`config.mk`:
```
export PLATFORM = sky130hd
export DESIGN_NAME = demux_sel_sequencer
export DESIGN_NICKNAME = d
export VERILOG_FILES = /design/src/rtl/demux_sel_sequencer.sv
export SDC_FILE = /design/constraint.sdc
export NUM_CORES = 1
export LEC_CHECK = 0
export CORE_ASPECT_RATIO = 0.8
export CORE_MARGIN = 3
export CORE_UTILIZATION = 40
export DETAILED_ROUTE_END_ITERATION = 10
export PLACE_DENSITY = 0.67
export SYNTH_ARGS = -nofsm -noshare
export SYNTH_HDL_FRONTEND = slang
export SYNTH_SLANG_ARGS = --single-unit
```
`constraint.sdc`:
```
create_clock -name CLK -period 4.9 [get_ports CLK]
set_input_delay 1.225 -clock CLK [delete_from_list [all_inputs] [get_ports CLK]]
set_output_delay 1.225 -clock CLK [all_outputs]
set_load 0.05 [all_outputs]
```
`src/rtl/demux_sel_sequencer.sv`:
```
// demux_sel_sequencer
//   Feeds the 3-to-8 select decoder. Destination-tagged words enter through a
//   valid/ready port and are held in a small FIFO. Each cycle the head word is
//   issued as a registered EN/S/DOUT triple when its channel is ready. A head
//   word that stays blocked for TIMEOUT consecutive cycles is discarded and
//   counted.
//
// Ports
//   CLK       clock, all state on rising edge
//   RST       asynchronous active-high reset
//   IN_VALID  input word valid
//   IN_READY  FIFO can accept a word (registered occupancy only)
//   IN_DEST   destination channel of the input word
//   IN_DATA   input payload
//   CH_RDY    per-channel ready, only the head's channel bit is looked at
//   EN        one-cycle issue strobe to decoder EN
//   S         channel select to decoder S (holds when EN=0)
//   DOUT      payload of the issued word (holds when EN=0)
//   DROP      one-cycle pulse when the head word is discarded on timeout
//   DROP_CNT  saturating count of dropped words
//   LEVEL     current FIFO occupancy
module demux_sel_sequencer #(
  parameter int DW      = 8,
  parameter int DEPTH   = 4,
  parameter int TIMEOUT = 16
) (
  input  logic                     CLK,
  input  logic                     RST,
  input  logic                     IN_VALID,
  output logic                     IN_READY,
  input  logic [2:0]               IN_DEST,
  input  logic [DW-1:0]            IN_DATA,
  input  logic [7:0]               CH_RDY,
  output logic                     EN,
  output logic [2:0]               S,
  output logic [DW-1:0]            DOUT,
  output logic                     DROP,
  output logic [7:0]               DROP_CNT,
  output logic [$clog2(DEPTH):0]   LEVEL
);

  localparam int AW  = $clog2(DEPTH);
  localparam int LW  = AW + 1;
  // Wait counter only ever needs to reach TIMEOUT-1; with TIMEOUT=0 it just wraps.
  localparam int WCW = (TIMEOUT > 2) ? $clog2(TIMEOUT) : 1;
  localparam logic [WCW-1:0] WLIM = WCW'((TIMEOUT > 0) ? TIMEOUT - 1 : 0);

  typedef struct packed {
    logic [2:0]    dest;
    logic [DW-1:0] data;
  } entry_t;

  typedef enum logic {S_IDLE, S_WAIT} state_t;

  entry_t          mem [DEPTH];
  logic [AW-1:0]   wr_ptr, rd_ptr;
  logic [LW-1:0]   level, level_nxt;
  logic [WCW-1:0]  wait_cnt, wcnt_nxt;
  state_t          state, state_nxt;

  entry_t          head;
  logic            push, pop, issue, drop;
  logic            head_rdy, timeout_hit;

  // Ready looks only at registered occupancy: a full FIFO never accepts,
  // even on a cycle that pops.
  assign IN_READY    = (level < LW'(DEPTH)) && !RST;
  assign push        = IN_VALID && IN_READY;
  assign head        = mem[rd_ptr];
  assign head_rdy    = CH_RDY[head.dest];
  assign timeout_hit = (TIMEOUT != 0) && (wait_cnt == WLIM);
  assign pop         = issue || drop;
  assign level_nxt   = level + LW'(push) - LW'(pop);
  assign LEVEL       = level;

  // State register
  always_ff @(posedge CLK or posedge RST) begin
    if (RST) state <= S_IDLE;
    else     state <= state_nxt;
  end

  // Next state: WAIT whenever a word is left after this edge's pop and push
  always_comb begin
    state_nxt = state;
    case (state)
      S_IDLE:  if (push) state_nxt = S_WAIT;
      S_WAIT:  state_nxt = (level_nxt != '0) ? S_WAIT : S_IDLE;
      default: state_nxt = S_IDLE;
    endcase
  end

  // Per-edge decision: issue, drop or keep waiting
  always_comb begin
    issue    = 1'b0;
    drop     = 1'b0;
    wcnt_nxt = '0;
    case (state)
      S_WAIT: begin
        if (head_rdy) begin
          issue = 1'b1;
        end else if (timeout_hit) begin
          drop = 1'b1;
        end else begin
          wcnt_nxt = wait_cnt + 1'b1;
        end
      end
      default: ;
    endcase
  end

  // Storage has no reset; occupancy and pointers define validity.
  always_ff @(posedge CLK) begin
    if (push) mem[wr_ptr] <= '{dest: IN_DEST, data: IN_DATA};
  end

  always_ff @(posedge CLK or posedge RST) begin
    if (RST) begin
      wr_ptr   <= '0;
      rd_ptr   <= '0;
      level    <= '0;
      wait_cnt <= '0;
      EN       <= 1'b0;
      S        <= '0;
      DOUT     <= '0;
      DROP     <= 1'b0;
      DROP_CNT <= '0;
    end else begin
      // Power-of-2 depth: pointers wrap naturally
      wr_ptr   <= wr_ptr + AW'(push);
      rd_ptr   <= rd_ptr + AW'(pop);
      level    <= level_nxt;
      wait_cnt <= wcnt_nxt;
      EN       <= issue;
      DROP     <= drop;
      if (issue) begin
        S    <= head.dest;
        DOUT <= head.data;
      end
      if (drop && (DROP_CNT != 8'hFF)) DROP_CNT <= DROP_CNT + 8'd1;
    end
  end

endmodule

```
==> metrics.md, run 1 <==
| Metric | Value |
|---|---|
| Global route overflow | 0 |
| Routed Antenna Nets | 0 |
| Most frequent cells in the layout | clkdlybuf4s50_1, edfxtp_1, dfrtp_1 |
| Post-Synthesis Cell Area | 0.00317 mm² |
| Cell Chain, Critical Path | clkdlybuf4s50_1 -> mux2i_1 -> o22ai_1 -> nor3_2 -> nand2b_4 -> nand2b_1 -> ha_1 -> inv_1 -> ha_1 -> fa_1 -> xor2_1 -> xnor2_1 -> o31ai_1 -> o21ai_0 |
| Synthesized netlist cell count | 180 |
| Pwr dens | 579 mW/mm² |
| Routed via count | 1,719 |
| Crit Reg-Reg Startpoint | rd_ptr[1] |
| First-iteration detailed-routing DRC count | 77 |
| Die area | 0.00905 mm² |
| R2R depth | 14 |
| Hold buffers post-CTS | 0 |
| Register area share after synthesis | 67.6% |
| Final worst path period share | 79.2% |
| First-pass GRT wire length | 9050 µm |
| Dpl hpwl | 3770 µm |
| Skew-Pair Late Insertion Delay | 340 ps |
| Crit Path Category | input port to flop |
| Skew final | 7.44 ps |
| Max-slew headroom | 30.4% |
| Core Util, Final | 52.4% |
| Hold worst-path end | wait_cnt[0] |
| Largest family of logic cells by synthesized area | multiplexers |
| Design area | 0.00396 mm² |
| Leakage Power | 1.57 nW |
| Largest net degree at the start of global routing | 29 |
| Clk pwr share | 21.8% |
| RSZ-0062 raised after global routing | no |
| WHS | 499 ps |
| Ports | 47 |
| Reg clk slew, reported paths | 70 ps |
| Tightest Pin Transition | 1040 ps |
| Xor and xnor area share after synthesis | 3.04% |
| DRC | 0 |
| Synth warn | 0 |
| Wire length per cell | 15.8 µm |
| CP delay by family, top | adder cells |
| Post-Synth Adder-Cell Area | 3.00% |
| Vias/cell | 4.95 |
| Critical Path Sink Type | flop |
| Outcome | finished clean |
| Top cell type's share of synthesized area | 41.6% |
| CTS resizes | 0 |
| Peak Freq | 258 MHz |
| Worst min-delay path category | flop to flop |
| Final hold vios | 0 |
| Routability cong. | 0.707 |
| Internal power | 1.49 mW |
| Max stage delay on crit path | 400 ps |
| Worst reg2reg path endpoint | state |
| Distinct cells, synth | 37 |
| Initial antenna violation count | 0 |
| Mapped Nets | 209 |
| Hold Path Depth | 1 |
| Vias in the first global route | 1,784 |
| R2R Setup Slk | 1100 ps |
| Logic pwr share | 38.8% |
| ANT cells | 0 |
| Mux share of post-synthesis cell area | 15.3% |
| Finished Layout Cells | 347 |
| Max cap viols | 0 |
| Switching share of total power | 34.9% |
| Layout cells sized above 1 | 15.7% |
| CTS sink cnt | 77 |
| Port buffer count | 46 |
| Commonest non-fill, non-tap cell in the layout | clkdlybuf4s50_1 |
| WP data required | 5100 ps |
| Rows | 28 |
| Core area | 0.00757 mm² |
| Die Width | 106 µm |
| H-tree lvl count | 3 |
| CTS Buffer Depth | 2 |
| DP Cell Count | 331 |
| Crit path max fanout | 13 |
| Buffer count from post-CTS setup fixing | 0 |
| Final max-slew violation count | 0 |
| Psw | 0.802 mW |
| Setup TNS | 0 ps |
| Flip-flop and latch count after synthesis | 77 |
| CTS Buf Count | 9 |
| Cell taking the most area after synthesis | edfxtp_1 |
| Synth Area in Compound Gates | 1.69% |
| DR pass1 iterations | 4 |
| Crit start category | input port |
| Largest cells by area after synthesis | edfxtp_1, dfrtp_1, mux4_1 |
| Most frequent cell on the critical path | ha_1 |
| Final wirelength | 5480 µm |
| Crit path arrival time | 4090 ps |
| CTS tree | built |
| Share of power burned in registers | 39.3% |
| Synth Area in Simple Gates | 6.90% |
| Worst Min Path Start | wait_cnt[0] |
| Endpoints failing setup | 0 |
| Maximum vdd drop | 407 µV |
| Worst path slowest cell | clkdlybuf4s50_1 |
| Area grow syn2layout | 24.9% |
| DP Area | 0.00376 mm² |
| Post-route minimum period | 3880 ps |
| Final nets | 266 |
| All-Layer GR Usage | 13.1% |
| Buf/Inv on CP | 2 |
| Mapped Avg Cell Area | 17.6 µm² |
| Starting Density | 41.9% |
| Clk root buf | clkbuf_8 |
| Die H | 85.7 µm |
synth_stat cells (all sizes together):
cell type and instances:
edfxtp 44, dfrtp 33, mux2 12, mux4 11, inv 8, xnor2 7
ha 6, nand2 6, nor2 6, and3 5, buf 4, mux2i 4
nand4 4, xor2 4, a21oi 3, nand2b 3, nand3 3, nor3 3
and4 2, o21ai 2, a311oi 1, a31oi 1, and2 1, clkbuf 1
fa 1, nand4b 1, nor3b 1, nor4 1, o22ai 1, o31ai 1
worst max path at each step:
stage | slack (ps) | start | depth (start not counted) | end
floorplan | 1160 | RST | 10 | state
global placement | 750 | CH_RDY[7] | 14 | state
detailed placement | 630 | CH_RDY[7] | 14 | state
CTS | 970 | CH_RDY[7] | 14 | state
global route | 800 | rd_ptr[1] | 14 | state
finish | 1020 | CH_RDY[7] | 14 | state
cell type report:
cell class	count	area, µm²
fillers	637	3600
flip-flops and latches	77	2150
multi-input cells	90	951
repair buffers	51	498
well taps	105	131
clock buffers	10	128
clock inverters	6	78.8
inverters	8	30.0
logic make-up (layout without fill, tap and decap cells):
family,count (synthesis),in the layout
adders and majority gates,7,7
DFF,77,77
xor gates and xnor gates,11,11
AOI/OAI and AO/OA,9,9
and+or+nand+nor,36,36
muxes,27,27
buffers and inverters,13,75
metrics by stage:
step                      total power [mW]  worst slack (ps)
after global placement                1.81               754
after CTS                             2.33               973
final                                 2.30              1020
after detailed placement              1.82               631
after floorplan                       1.58              1160
after global routing                  2.42               799
layer usage:
layer	wire (µm)	vias to the layer above	GRT usage [%]
met3	290	7	4.82
met5	0	-	0
met4	57	0	3.53
met1	2470	871	17.5
li1	-	802	-
met2	2660	39	20.5
sequential cells by signal, indices dropped and copies added, names as in the netlist, 2 cells and up:
name      cells
mem          44
DOUT          8
DROP_CNT      8
wait_cnt      4
LEVEL         3
S             3
rd_ptr        2
wr_ptr        2
power by group through the flow:
stage               registers (mW)  clock network, mW  logic (mW)
global route                 0.921              0.540       0.958
floorplan                     1.10                  0       0.477
finish                       0.903              0.501       0.892
global placement             0.916                  0       0.891
detailed placement           0.918                  0       0.901
CTS                          0.906              0.516       0.905
No activity file was read; power rests on OpenSTA's default activity.
==> run 2, diff against run 1 <==
clock period = 3.85 ns   (was 4.9 ns; I/O delays follow)
==> run 2 against run 1 <==
Via count down 3.1%; first-iteration DRC count down 40%; critical path depth up 1; critical endpoint unchanged.
==> metrics.md, run 2 (same netlist as run 1, synthesis figures left out) <==
| Metric | Value |
|---|---|
| Endpoints failing setup | 0 |
| Leakage Power | 1.55 nW |
| Routed via count | 1,666 |
| Fill cells | 655 |
| First-pass GRT wire length | 9140 µm |
| Crit start category | flop |
| Multi-input gate area | 951 µm² |
| Worst reg2reg path endpoint | state |
| Final hold vios | 0 |
| Final wirelength | 5570 µm |
| Max reg flops | 44 |
| Skew-Pair Late Insertion Delay | 340 ps |
| Top reg by flops | mem |
| Crit path arrival time | 3690 ps |
| All-Layer GR Usage | 13.5% |
| Outcome | finished clean |
| Global route overflow | 0 |
| Worst path slowest cell | mux4_2 |
| Post-route minimum period | 3480 ps |
| RSZ-0062 raised after global routing | no |
| CTS tree | built |
| Setup TNS | 0 ps |
| Max stage delay on crit path | 600 ps |
| Core area | 0.00757 mm² |
| Area grow syn2layout | 24.1% |
| Final nets | 269 |
| First-iteration detailed-routing DRC count | 46 |
| Layout cells sized above 1 | 15.9% |
| Die H | 85.7 µm |
| Routed Antenna Nets | 0 |
| R2R depth | 15 |
| Buffer count from post-CTS setup fixing | 0 |
| Commonest non-fill, non-tap cell in the layout | clkdlybuf4s50_1 |
| H-tree lvl count | 3 |
| Tightest Pin Transition | 769 ps |
| DRC | 0 |
| Most frequent cell on the critical path | ha_1 |
| Critical Path Sink Type | flop |
| WHS | 507 ps |
| Worst min-delay path category | flop to flop |
| WP data required | 4060 ps |
| Initial antenna violation count | 0 |
| Peak Freq | 287 MHz |
| Pwr dens | 713 mW/mm² |
| Crit path to | state |
| Crit Reg-Reg Startpoint | rd_ptr[0] |
| Final max-slew violation count | 0 |
| CTS Buffer Depth | 2 |
| Maximum vdd drop | 443 µV |
| Crit path max fanout | 11 |
| Skew final | 5.36 ps |
| CTS resizes | 0 |
| Dpl hpwl | 3750 µm |
| Wire length per cell | 15.9 µm |
| Storage cell area | 0.00215 mm² |
| Vias in the first global route | 1,725 |
| Die Width | 106 µm |
| Rows | 28 |
| Port buffer count | 46 |
| R2R Setup Slk | 370 ps |
| Clk root buf | clkbuf_8 |
| Most frequent cells in the layout | clkdlybuf4s50_1, edfxtp_1, dfrtp_1 |
| Max cap viols | 0 |
| Hold buffers post-CTS | 0 |
| Largest regs | mem x44, DOUT x8, DROP_CNT x8 |
| Die area | 0.00905 mm² |
| Routability cong. | 0.716 |
| Cell Chain, Critical Path | buf_4 -> mux4_2 -> nand2_1 -> o22ai_1 -> nor3_2 -> nand2b_4 -> nand2b_1 -> ha_1 -> inv_1 -> ha_1 -> fa_1 -> xor2_1 -> xnor2_1 -> o31ai_1 -> o21ai_0 |
| Reg clk slew, reported paths | 70 ps |
| Ports | 47 |
| DR pass1 iterations | 4 |
| Max-slew headroom | 48.3% |
| Vias/cell | 4.76 |
| Starting Density | 41.9% |
| Final worst path period share | 90.4% |
| CTS Buf Count | 9 |
| Worst Setup SP | rd_ptr[0] |
| Largest net degree at the start of global routing | 34 |
| Crit Path Category | flop to flop |
| ANT cells | 0 |
| CTS sink cnt | 77 |
## run 2: routing by layer
metal | routed length, µm | vias to the layer above | global-route usage, %
met3 | 226 | 7 | 4.97
met4 | 70 | 0 | 5.29
li1 | - | 808 | -
met5 | 0 | - | 0
met1 | 2730 | 818 | 18.4
met2 | 2540 | 33 | 19.9
## run 2: worst min path at each step
| stage | start | to | slack [ps] | cells after the start |
|---|---|---|---|---|
| 2_1_floorplan | wait_cnt[0] | wait_cnt[0] | 460 | 1 |
| 3_3_place_gp | S[2] | S[2] | 490 | 1 |
| 3_5_place_dp | S[2] | S[2] | 500 | 1 |
| 4_1_cts | DROP_CNT[4] | DROP_CNT[4] | 510 | 1 |
| 5_1_grt | S[2] | S[2] | 530 | 1 |
| 6_report | S[2] | S[2] | 510 | 1 |
## run 2: power by group
part	switching, mW	total [mW]	internal [mW]
Sequential	0.0941	1.12	1.03
Combinational	0.659	1.18	0.526
Clock	0.271	0.499	0.229
## run 2: final cells by class
type	instances	share of cell area, %
clock buffer	11	3.34
clock inverter	5	0.699
inverter	8	0.762
multi-input combinational	90	24.1
sequential	77	54.5
tap	105	3.34
timing repair buffer	54	13.2
## run 2: metrics by stage
stage	utilization (%)	instance area [µm²]	power [mW]	setup WS, ps	std cells
floorplan	-	3170	2.01	377	180
global placement	50.0	3780	2.32	106	334
detailed placement	50.0	3780	2.33	86.2	334
CTS	52.1	3940	2.84	320	350
global route	52.1	3940	2.98	144	350
finish	52.1	3940	2.81	368	350
## run 2: worst max-delay path, delay by kind of cell (launching register included)
family	cells	cell delay, ps
buf+inv	2	280
simple gates	4	570
fa+ha+maj	3	830
xor+xnor	2	300
compound gates	3	390
flops	1	380
mux	1	600
==> run 3, diff against run 2 <==
clock period = 3.45 ns   (was 3.85 ns; I/O delays follow)
==> run 3 against run 2 <==
Via count up 4.8%; global-route usage grew 0.54 points; hold slack gained 3.3 ps; critical path depth unchanged; largest power group unchanged; cell area grew 3.4%; flip-flop and latch count did not move.
==> metrics.md, run 3 (same netlist as run 1, synthesis figures left out) <==
| Metric | Value |
|---|---|
| Dpl hpwl | 3900 µm |
| Total Power | 3.36 mW |
| DRC | 0 |
| Vias/cell | 4.88 |
| Cell Chain, Critical Path | buf_6 -> mux4_2 -> nand2_1 -> o22ai_1 -> nor3_2 -> nand2b_4 -> nand2b_4 -> ha_4 -> inv_2 -> ha_4 -> fa_2 -> xor2_2 -> xnor2_1 -> o31ai_1 -> o21ai_1 |
| Pwr dens | 826 mW/mm² |
| Final worst path period share | 98.6% |
| All-Layer GR Usage | 14.1% |
| Core area | 0.00757 mm² |
| Hold worst-path end | S[2] |
| Leakage Power | 1.60 nW |
| Post-route minimum period | 3400 ps |
| Crit Reg-Reg Startpoint | rd_ptr[0] |
| Reg clk slew, reported paths | 80 ps |
| ANT cells | 0 |
| Global route overflow | 0 |
| Tightest Pin Transition | 608 ps |
| Crit path max fanout | 11 |
| DR pass1 iterations | 6 |
| WP data required | 3680 ps |
| Die area | 0.00905 mm² |
| CTS sink cnt | 77 |
| Peak Freq | 294 MHz |
| Die H | 85.7 µm |
| Maximum vdd drop | 523 µV |
| Starting Density | 41.9% |
| Crit path arrival time | 3630 ps |
| H-tree lvl count | 3 |
| Fill cells | 619 |
| Port buffer count | 46 |
| Outcome | finished clean |
| CTS Buf Count | 9 |
| Buf/Inv on CP | 2 |
| Core Util, Final | 53.8% |
| Rows | 28 |
| First-iteration detailed-routing DRC count | 88 |
| R2R Setup Slk | 50 ps |
| Initial antenna violation count | 0 |
| Crit start category | flop |
| Top reg by flops | mem |
| CTS Buffer Depth | 2 |
| Most frequent cells in the layout | clkdlybuf4s50_1, edfxtp_1, dfrtp_1 |
| Worst path slowest cell | mux4_2 |
| Routed via count | 1,746 |
| R2R depth | 15 |
| Vias in the first global route | 1,792 |
| Layout cells sized above 1 | 23.3% |
| Ports | 47 |
| Area grow syn2layout | 28.3% |
| Clk root buf | clkbuf_8 |
| Largest net degree at the start of global routing | 16 |
| Endpoints failing setup | 0 |
| DP Area | 0.00381 mm² |
| Max-slew headroom | 59.4% |
| Wire length per cell | 15.9 µm |
| Largest regs | mem x44, DOUT x8, DROP_CNT x8 |
| Worst reg2reg path endpoint | state |
| Hold Path Depth | 1 |
| Critical path depth | 15 |
| Worst min-delay path category | flop to flop |
| Final nets | 277 |
| First-pass GRT wire length | 9450 µm |
| Critical Path Sink Type | flop |
| Final hold vios | 0 |
| CTS tree | built |
| Commonest non-fill, non-tap cell in the layout | clkdlybuf4s50_1 |
| Max stage delay on crit path | 590 ps |
| Max reg flops | 44 |
| CP delay by family, top | adder cells |
| Skew-Pair Late Insertion Delay | 350 ps |
| Skew final | 11.6 ps |
| Max cap viols | 0 |
| Crit Path Category | flop to flop |
| Final max-slew violation count | 0 |
| Die Width | 106 µm |
| Final wirelength | 5710 µm |
| Design area | 0.00407 mm² |
| Worst Min Path Start | S[2] |
| Hold buffers post-CTS | 0 |
| Routed Antenna Nets | 0 |
| RSZ-0062 raised after global routing | yes |
| Routability cong. | 0.722 |
[run 3: cell types whose count changed in the layout (fill, tap and decap cells not counted), moves of 2 or more]
cell        previous run  this run
inv_6                  0         3
clkinvlp_4             2         4
ha_1                   6         4
clkbuf_1               2         0
ha_4                   0         2
buf_6                  0         2
buf_4                  8        15
clkinv_1               2         0
[run 3: worst register-to-register path: cells and delay by family, from the launching register on]
| family | cells | cell delay, ps |
|---|---|---|
| flip-flops | 1 | 390 |
| multiplexers | 1 | 590 |
| buffers and inverters | 2 | 230 |
| AND/OR/NAND/NOR | 4 | 620 |
| adder cells (fa/ha/maj) | 3 | 760 |
| XOR/XNOR | 2 | 290 |
| AO/OA/AOI/OAI | 3 | 400 |
[run 3: report_power, final]
part	total, mW	switching, mW	internal (mW)	leakage, nW
Combinational	1.49	0.777	0.714	0.704
Clock	0.610	0.342	0.268	0.0789
Sequential	1.26	0.114	1.15	0.816
[run 3: cell type report]
type                            instances  area (µm²)  share of cell area [%]
Clock buffer                            9         124                    3.04
Clock inverter                          7        56.3                    1.38
Inverter                                8        30.0                   0.738
Multi-Input combinational cell         90         997                    24.5
Sequential cell                        77        2150                    52.7
Tap cell                              105         131                    3.23
Timing Repair Buffer                   62         586                    14.4
[run 3: layer usage]
| metal | share of wire [%] | global-route usage, % |
|---|---|---|
| met1 | 44 | 17.9 |
| met3 | 6.1 | 5.27 |
| met2 | 48 | 22.2 |
| met4 | 1.4 | 5.29 |
| met5 | 0 | 0 |
[run 3: stage by stage]
stage | setup WS (ps) | hold WS, ps | instances | setup TNS, ps
3_3_place_gp | -185 | 490 | 338 | -185
6_report | 47.3 | 510 | 358 | 0
5_1_grt | -118 | 531 | 358 | -118
3_5_place_dp | -243 | 489 | 338 | -243
2_1_floorplan | 0.00377 | 458 | 180 | 0
4_1_cts | -38.6 | 515 | 356 | -38.6
[run 3: worst max-delay path by stage]
stage,from,to
finish,rd_ptr[0],state
global route,rd_ptr[0],state
CTS,rd_ptr[0],state
detailed placement,CH_RDY[3],state
global placement,CH_RDY[7],state
floorplan,rd_ptr[0],state
[run 3: timing repair]
action,in CTS,in global routing
setup endpoints to repair,1,1
gates cloned,0,0
pin swaps,6,6
buffers inserted,2,2
endpoints found under the hold margin,0,0
resized for setup,9,2
